### config.mk
export PLATFORM = sky130hd
export DESIGN_NAME = mem_arbiter_flat
export DESIGN_NICKNAME = d
export VERILOG_FILES = /design/src/rtl/mem_arbiter_if.sv /design/src/rtl/mem_arbiter.sv /design/src/flat_wrapper.sv
export SDC_FILE = /design/constraint.sdc
export NUM_CORES = 1
export LEC_CHECK = 0
export CAP_MARGIN = 20
export CORE_ASPECT_RATIO = 1.75
export CORE_MARGIN = 2
export CORE_UTILIZATION = 41
export DETAILED_ROUTE_END_ITERATION = 7
export GPL_TIMING_DRIVEN = 0
export PLACE_DENSITY_LB_ADDON = 0.1
export SLEW_MARGIN = 20
export SYNTH_ARGS = -nofsm -noshare
export SYNTH_HDL_FRONTEND = slang
export SYNTH_SLANG_ARGS = --single-unit
### constraint.sdc
create_clock -name clock -period 2.2 [get_ports clock]
set_clock_uncertainty 0.2 [all_clocks]
set_input_delay 0.22 -clock clock [delete_from_list [all_inputs] [get_ports clock]]
set_output_delay 0.22 -clock clock [all_outputs]
set_load 0.01 [all_outputs]
### src/rtl/mem_arbiter_if.sv
// Bus bundle for mem_arbiter: instruction port, data port and main-memory side.
// slave is the arbiter's view; master is the requester/memory environment.
interface mem_arbiter_if #(
  parameter int ADDR_W = 32,
  parameter int DATA_W = 32
);
  logic              i_req;
  logic [ADDR_W-1:0] i_addr;
  logic              i_gnt;
  logic              i_rvalid;
  logic [DATA_W-1:0] i_rdata;

  logic              d_req;
  logic              d_we;
  logic [ADDR_W-1:0] d_addr;
  logic [DATA_W-1:0] d_wdata;
  logic              d_gnt;
  logic              d_rvalid;
  logic [DATA_W-1:0] d_rdata;

  logic              mem_en;
  logic              mem_we;
  logic [ADDR_W-1:0] mem_addr;
  logic [DATA_W-1:0] mem_wdata;
  logic [DATA_W-1:0] mem_rdata;

  modport slave (
    input  i_req, i_addr, d_req, d_we, d_addr, d_wdata, mem_rdata,
    output i_gnt, i_rvalid, i_rdata, d_gnt, d_rvalid, d_rdata,
           mem_en, mem_we, mem_addr, mem_wdata
  );

  modport master (
    output i_req, i_addr, d_req, d_we, d_addr, d_wdata, mem_rdata,
    input  i_gnt, i_rvalid, i_rdata, d_gnt, d_rvalid, d_rdata,
           mem_en, mem_we, mem_addr, mem_wdata
  );
endinterface

### src/rtl/mem_arbiter.sv
// Serialises instruction-refill and data accesses onto a single fixed-latency memory port.
// Define ARB_DPRIO_EN for fixed data-over-instruction priority; default is round-robin.
module mem_arbiter #(
  parameter int ADDR_W  = 32,
  parameter int DATA_W  = 32,
  parameter int MEM_LAT = 2
) (
  input  logic         clock,
  input  logic         reset,
  mem_arbiter_if.slave bus
);
  localparam int CNT_W = (MEM_LAT < 1) ? 1 : $clog2(MEM_LAT + 1);

  if (MEM_LAT < 1) begin : gLatCheck
    $error("mem_arbiter: MEM_LAT must be at least 1");
  end

  typedef enum logic [1:0] {IDLE, BUSY, RESP} state_e;
  typedef enum logic {OWN_I = 1'b0, OWN_D = 1'b1} owner_e;

  state_e            state_q, state_d;
  owner_e            owner_q, owner_d;
  logic [CNT_W-1:0]  cnt_q, cnt_d;
  logic [ADDR_W-1:0] addr_q, addr_d;
  logic              we_q, we_d;
  logic [DATA_W-1:0] wdata_q, wdata_d;
  logic [DATA_W-1:0] iRdata_q, iRdata_d;
  logic [DATA_W-1:0] dRdata_q, dRdata_d;
  logic              iGnt_q, iGnt_d;
  logic              dGnt_q, dGnt_d;
  logic              memEn_q, memEn_d;
  logic              iRvalid_q, iRvalid_d;
  logic              dRvalid_q, dRvalid_d;
  logic              pickData;

`ifdef ARB_DPRIO_EN
  assign pickData = bus.d_req;
`else
  owner_e lastOwner_q, lastOwner_d;

  // On a tie the port that did not own the previous grant wins.
  assign pickData = bus.d_req & (~bus.i_req | (lastOwner_q == OWN_I));
`endif

  always_comb begin
    state_d   = state_q;
    owner_d   = owner_q;
    cnt_d     = cnt_q;
    addr_d    = addr_q;
    we_d      = we_q;
    wdata_d   = wdata_q;
    iRdata_d  = iRdata_q;
    dRdata_d  = dRdata_q;
    iGnt_d    = 1'b0;
    dGnt_d    = 1'b0;
    memEn_d   = 1'b0;
    iRvalid_d = 1'b0;
    dRvalid_d = 1'b0;
`ifndef ARB_DPRIO_EN
    lastOwner_d = lastOwner_q;
`endif
    unique case (state_q)
      IDLE: begin
        if (bus.i_req | bus.d_req) begin
          owner_d = pickData ? OWN_D : OWN_I;
          addr_d  = pickData ? bus.d_addr : bus.i_addr;
          we_d    = pickData & bus.d_we;
          wdata_d = bus.d_wdata;
          cnt_d   = CNT_W'(MEM_LAT);
          iGnt_d  = ~pickData;
          dGnt_d  = pickData;
          memEn_d = 1'b1;
`ifndef ARB_DPRIO_EN
          lastOwner_d = pickData ? OWN_D : OWN_I;
`endif
          state_d = BUSY;
        end
      end
      BUSY: begin
        if (cnt_q == '0) begin
          // Memory data is valid in this cycle; writes leave the rdata registers alone.
          if (!we_q) begin
            if (owner_q == OWN_D) dRdata_d = bus.mem_rdata;
            else                  iRdata_d = bus.mem_rdata;
          end
          iRvalid_d = (owner_q == OWN_I);
          dRvalid_d = (owner_q == OWN_D);
          we_d      = 1'b0;
          state_d   = RESP;
        end else begin
          cnt_d = cnt_q - CNT_W'(1);
        end
      end
      RESP:    state_d = IDLE;
      default: state_d = IDLE;
    endcase
  end

  always_ff @(posedge clock or negedge reset) begin
    if (!reset) begin
      state_q   <= IDLE;
      owner_q   <= OWN_I;
      cnt_q     <= '0;
      addr_q    <= '0;
      we_q      <= 1'b0;
      wdata_q   <= '0;
      iRdata_q  <= '0;
      dRdata_q  <= '0;
      iGnt_q    <= 1'b0;
      dGnt_q    <= 1'b0;
      memEn_q   <= 1'b0;
      iRvalid_q <= 1'b0;
      dRvalid_q <= 1'b0;
    end else begin
      state_q   <= state_d;
      owner_q   <= owner_d;
      cnt_q     <= cnt_d;
      addr_q    <= addr_d;
      we_q      <= we_d;
      wdata_q   <= wdata_d;
      iRdata_q  <= iRdata_d;
      dRdata_q  <= dRdata_d;
      iGnt_q    <= iGnt_d;
      dGnt_q    <= dGnt_d;
      memEn_q   <= memEn_d;
      iRvalid_q <= iRvalid_d;
      dRvalid_q <= dRvalid_d;
    end
  end

`ifndef ARB_DPRIO_EN
  always_ff @(posedge clock or negedge reset) begin
    if (!reset) lastOwner_q <= OWN_I;
    else        lastOwner_q <= lastOwner_d;
  end
`endif

  assign bus.i_gnt     = iGnt_q;
  assign bus.d_gnt     = dGnt_q;
  assign bus.i_rvalid  = iRvalid_q;
  assign bus.d_rvalid  = dRvalid_q;
  assign bus.i_rdata   = iRdata_q;
  assign bus.d_rdata   = dRdata_q;
  assign bus.mem_en    = memEn_q;
  assign bus.mem_we    = we_q;
  assign bus.mem_addr  = addr_q;
  assign bus.mem_wdata = wdata_q;
endmodule

### src/flat_wrapper.sv
// flat-port wrapper written by rule: the top's interface ports become plain ports
module mem_arbiter_flat 
#(
  parameter int ADDR_W  = 32,
  parameter int DATA_W  = 32,
  parameter int MEM_LAT = 2
)
  (clock, reset, bus_i_req, bus_i_addr, bus_d_req, bus_d_we, bus_d_addr, bus_d_wdata, bus_mem_rdata, bus_i_gnt, bus_i_rvalid, bus_i_rdata, bus_d_gnt, bus_d_rvalid, bus_d_rdata, bus_mem_en, bus_mem_we, bus_mem_addr, bus_mem_wdata);
  mem_arbiter_if #(.ADDR_W(ADDR_W), .DATA_W(DATA_W)) bus_i ();
  input  logic clock;
  input  logic reset;
  input wire logic [$bits(bus_i.i_req)-1:0] bus_i_req;
  input wire logic [$bits(bus_i.i_addr)-1:0] bus_i_addr;
  input wire logic [$bits(bus_i.d_req)-1:0] bus_d_req;
  input wire logic [$bits(bus_i.d_we)-1:0] bus_d_we;
  input wire logic [$bits(bus_i.d_addr)-1:0] bus_d_addr;
  input wire logic [$bits(bus_i.d_wdata)-1:0] bus_d_wdata;
  input wire logic [$bits(bus_i.mem_rdata)-1:0] bus_mem_rdata;
  output wire logic [$bits(bus_i.i_gnt)-1:0] bus_i_gnt;
  output wire logic [$bits(bus_i.i_rvalid)-1:0] bus_i_rvalid;
  output wire logic [$bits(bus_i.i_rdata)-1:0] bus_i_rdata;
  output wire logic [$bits(bus_i.d_gnt)-1:0] bus_d_gnt;
  output wire logic [$bits(bus_i.d_rvalid)-1:0] bus_d_rvalid;
  output wire logic [$bits(bus_i.d_rdata)-1:0] bus_d_rdata;
  output wire logic [$bits(bus_i.mem_en)-1:0] bus_mem_en;
  output wire logic [$bits(bus_i.mem_we)-1:0] bus_mem_we;
  output wire logic [$bits(bus_i.mem_addr)-1:0] bus_mem_addr;
  output wire logic [$bits(bus_i.mem_wdata)-1:0] bus_mem_wdata;
  assign bus_i.i_req = bus_i_req;
  assign bus_i.i_addr = bus_i_addr;
  assign bus_i.d_req = bus_d_req;
  assign bus_i.d_we = bus_d_we;
  assign bus_i.d_addr = bus_d_addr;
  assign bus_i.d_wdata = bus_d_wdata;
  assign bus_i.mem_rdata = bus_mem_rdata;
  assign bus_i_gnt = bus_i.i_gnt;
  assign bus_i_rvalid = bus_i.i_rvalid;
  assign bus_i_rdata = bus_i.i_rdata;
  assign bus_d_gnt = bus_i.d_gnt;
  assign bus_d_rvalid = bus_i.d_rvalid;
  assign bus_d_rdata = bus_i.d_rdata;
  assign bus_mem_en = bus_i.mem_en;
  assign bus_mem_we = bus_i.mem_we;
  assign bus_mem_addr = bus_i.mem_addr;
  assign bus_mem_wdata = bus_i.mem_wdata;
  mem_arbiter #(.ADDR_W(ADDR_W), .DATA_W(DATA_W), .MEM_LAT(MEM_LAT)) u_core (.clock(clock), .reset(reset), .bus(bus_i));
endmodule
-- Word-level counts from Yosys, hierarchy flattened
Index checks and enable logic that the tools add are counted.
- bitwise logic cells: 8
- mux-type cells: 21
- reductions and logical operators: 9
- add/subtract/negate cells: 1
- equal/unequal tests: 4
- operator list (operator ; count):
    32-bit 2-to-1 mux ; 1
    1-bit 2-to-1 mux ; 13
    2-bit 2-to-1 mux ; 4
    2-bit case mux with 2 select lines ; 2
    4-bit AND reduction ; 2
    3-bit AND reduction ; 2
    2-bit logical NOT ; 2
    2-bit by 1-bit != test with 1-bit output (second input constant) ; 2
    1-bit NOT ; 4
    2-bit AND reduction ; 2
    1-bit bitwise AND ; 2
    2-bit by 1-bit == test with 1-bit output (second input constant) ; 1
    2-bit != test (second input constant) ; 1
    1-bit OR ; 2
    1-bit case mux with 2 select lines ; 1
    2-bit nonzero test ; 1
    2-bit by 1-bit subtractor with 2-bit output (second input constant) ; 1
- input bits: 133
- word-level logic and storage cells: 56
- register bits after elaboration: 139
- output and inout bits: 134

-- Logic depth before layout (Yosys ltp)
- depth after elaboration: 6
- gate-level depth with buffers: 7
- mapped depth without buffers: 6

-- Least setup slack after synthesis
Ideal clock, no wire load.
- path kind: reg-to-reg
- start point: register u_core.cnt_q[0]
- end point: register u_core.iRdata_q[13], in the netlist u_core.bus.i_rdata[13]
- path buffers: 1
- stages on the path, launching flop included: 7
- clock period less this slack: 1.778 ns
- slack: 0.422 ns
- library setup time: 0.125 ns
- data required time: 1.875 ns
- data arrival time: 1.454 ns
- cell sequence: dfrtp_1 inv_1 ha_1 nand3b_4 nor3_4 buf_6 mux2_2
- word-level cells in the longest chain between the ends: 2
- RTL lines (item ; RTL line ; source):
    start, declared ; mem_arbiter.sv:23 ; logic [CNT_W-1:0] cnt_q, cnt_d;
    start signal, assigned ; mem_arbiter.sv:117 ; cnt_q <= cnt_d;
    2-bit logical NOT ; mem_arbiter.sv:80 ; if (cnt_q == '0) begin
    4-bit AND reduction (no line) ; -- ;
    end signal, assigned ; mem_arbiter.sv:121 ; iRdata_q <= iRdata_d;
    end, declared ; mem_arbiter.sv:27 ; logic [DATA_W-1:0] iRdata_q, iRdata_d;
No other way between the ends.
A chain may end at the register's enable or synchronous reset.

-- Worst setup path after layout
- start point: register u_core.cnt_q[0]
- end point: register u_core.iRdata_q[31], in the netlist u_core.bus.i_rdata[31]
The elaborated chain is that of the path after synthesis.

==> out/metrics.cfg <==
[global_route]
grt_max_degree = 90
globalRoute.totalOverflow = 0
grt_pass1_wl_um = 22570
grt_antenna_before_repair = 0
grt_util_all_layers_pct = 19.92
grt_pass1_vias = 4444

[critical_path]
crit_chain = inv_1 > ha_1 > nand3b_4 > nor3_4 > buf_6 > mux2_2
cp.arrival_ns = 2.05
r2r-start = u_core.cnt_q[0]
max_stage_delay_ns = 0.39
reg2reg_to = u_core.bus.i_rdata[31]
cp_max_fo = 10
crit_path_end_kind = flip-flop
critPathBufInv = 2
critPathRequiredTime_ns = 2.28
critical_path.slowest_cell = dfrtp_1
crit_family = simple AND/OR/NAND/NOR gates
critPathKind = reg2reg
reg2reg_depth = 6
r2r_slack_ns = 0.23
startpoint_type = flip-flop

[die]
core_area_um2 = 13380
die_w_um = 92.22
ios = 267
core.rowCount = 56
die_y_um = 158.4
dieArea_um2 = 14610
initial_utilization_pct = 41.73

[power]
switching_power_w = 0.004075
power_density_nw_per_um2 = 1497
ir_worst_vdd_mv = 0.6169
p_leak_nw = 4.053
power_frac_comb_pct = 44.8
swShare_pct = 29.84
pwr-share-seq_pct = 33.5
p_int_w = 0.009583
pwr-share-clk_pct = 21.7

[place]
hpwl_um = 10990
place_area_um2 = 8497
place_ws_ns = 0.1104
gp_congestion = 0.7526
port_buffers = 266

[timing]
fin_crit_ns = 1.966
setup_violations = 0
finalCritPeriodShare_pct = 89.34
hold_violations = 0
slew_headroom_pct = 68.86
fmax_mhz = 508.8
worst_pin_slew_ns = 0.4670
final_max_slew_viol_count = 0
fin_ws_ns = 0.2345
rsz0062_at_grt = no

[logic_synthesis]
ys_ff_latch = 139
syn_inst = 345
ys_seq_area_share_pct = 62.29
yosys.area.top_type = dfrtp_1
synth.avg_cell_area_um2 = 16.19
yosysTopAreaCellShare_pct = 62.29
synth_area_um2 = 5584
synth.distinct_cells = 26
yosys-top-cells-area = dfrtp_1, mux2_2, mux2_4, a221o_1, and3_1
yosys_warnings = 0
synth_nets = 479

[clock_tree]
cts.sinks = 139
cts_made_buffers = 17
holdBufCountCts = 1
cts_max_level = 4
cts_setup_buffers = 0
cts_tree = built
cts-root-buf = clkbuf_16
ctsResizeCount = 0
clock_tree.buffer_depth = 2
clk_latency_ns = 0.40
clk_pin_slew_worst_paths_ns = 0.06

[cells_and_area]
n_antenna_cell = 0
fin_nets = 766
area_growth_pct = 63.43
stdcell_area_um2 = 9126
drive_gt1_share_pct = 22.64

[detailed_routing]
dr_total_vias = 4065
dr.pass1.iters = 4
drtIter0Drc = 137
wirelength_um = 14430
routed_via_density = 4.963
drc = 0
wl_per_cell_um = 17.62
antenna_left = 0

[hold_path]
hold_path.class = in2async

[flow_run]
maxCapViolations = 0

[outcome]
status = finished, final reports clean

[how the worst max path moves through the flow]
stage	slack, ns	to	cells past startpoint	start
final	0.23	u_core.bus.i_rdata[31]	6	u_core.cnt_q[0]
after global routing	0.14	u_core.bus.i_rdata[20]	6	u_core.cnt_q[0]
after CTS	0.20	u_core.bus.i_rdata[31]	6	u_core.cnt_q[0]
after detailed placement	0.11	u_core.bus.mem_wdata[9]	5	bus_i_req
after global placement	-4.64	u_core.bus.mem_addr[18]	1	reset
after floorplan	0.42	u_core.bus.i_rdata[13]	6	u_core.cnt_q[0]
[layer usage]
layer  global-route usage [%]  wire, um  vias up
met2                    36.59      8056      163
met3                    5.679       828       20
met4                    8.031       299        0
met1                    21.40      5245     2029
met5                        0         0        -
li1                         -         -     1853
[final cells by class]
class	count	area [um2]
fillers	978	4257
flip-flops and latches	139	3478
repair buffers	268	2705
multi-input cells	179	1906
clock buffers	20	456.7
well taps	174	217.7
plain buffers	22	181.4
clock inverters	12	162.7
inverters	5	18.77
[power by group through the flow]
stage | clock network (W) | logic [W] | registers (W)
after floorplan | 0 | 0.00230 | 0.00512
after detailed placement | 0 | 0.00622 | 0.00460
final | 0.00296 | 0.00612 | 0.00457
after global routing | 0.00315 | 0.00654 | 0.00473
after CTS | 0.00304 | 0.00623 | 0.00458
after global placement | 0 | 0.00607 | 0.00454
[stage by stage]
| stage | hold slack [ns] | std cells | utilization (%) | total power [W] | setup TNS [ns] |
|---|---|---|---|---|---|
| 2_1_floorplan | -0.2756 | 345 | - | 0.007413 | 0 |
| 3_3_place_gp | 0.2600 | 785 | 63.25 | 0.01061 | -643.05 |
| 3_5_place_dp | -0.04030 | 786 | 63.49 | 0.01082 | 0 |
| 4_1_cts | 0.1134 | 819 | 68.19 | 0.01385 | 0 |
| 5_1_grt | 0.1339 | 819 | 68.19 | 0.01442 | 0 |
| 6_report | 0.1153 | 819 | 68.19 | 0.01366 | 0 |
[cells in the mapped netlist, drive strengths merged]
| library cell | n |
|---|---|
| a21boi | 1 |
| a21o | 1 |
| a221o | 31 |
| a32o | 1 |
| and2 | 2 |
| and3 | 32 |
| buf | 14 |
| clkbuf | 8 |
| dfrtp | 139 |
| ha | 1 |
| inv | 5 |
| mux2 | 98 |
| mux2i | 1 |
| nand2b | 1 |
| nand3b | 2 |
| nor2 | 3 |
| nor3 | 1 |
| o21ai | 1 |
| o22a | 1 |
| o31ai | 1 |
| or3b | 1 |
[logic make-up after synthesis]
kind of cell    Yosys count  share of synthesized area (%)
simple gates             42                          5.423
compound gates           37                          6.520
buf+inv                  27                          3.585
fa+ha+maj                 1                         0.2240
flops                   139                          62.29
mux                      99                          21.96
[placed cells by master, fill, tap and decap left out, types with 3 or more instances in the layout]
cell             Yosys  routed
inv_6                0       3
inv_1                3       3
clkinv_4             0       3
and3_1              32      32
a221o_1             31      31
buf_6               13      13
dfrtp_1            139     139
clkbuf_16            0      17
clkdlybuf4s50_1      0     265
bufinv_16            0       3
mux2_4              30      30
mux2_2              60      60
clkbuf_1             8       9
mux2_1               8       8
[registers in the layout, summed over array words and instances, names as in the netlist]
| register | cells |
|---|---|
| u_core.bus.mem_en | 1 |
| u_core.bus.mem_we | 1 |
| u_core.bus.i_gnt | 1 |
| u_core.bus.i_rdata | 32 |
| u_core.bus.d_rdata | 32 |
| u_core.owner_q | 1 |
| u_core.bus.d_gnt | 1 |
| u_core.bus.d_rvalid | 1 |
| u_core.bus.mem_wdata | 32 |
| u_core.bus.i_rvalid | 1 |
| u_core.bus.mem_addr | 32 |
| u_core.state_q | 2 |
| u_core.cnt_q | 2 |
(Power assumes the default switching activity.)
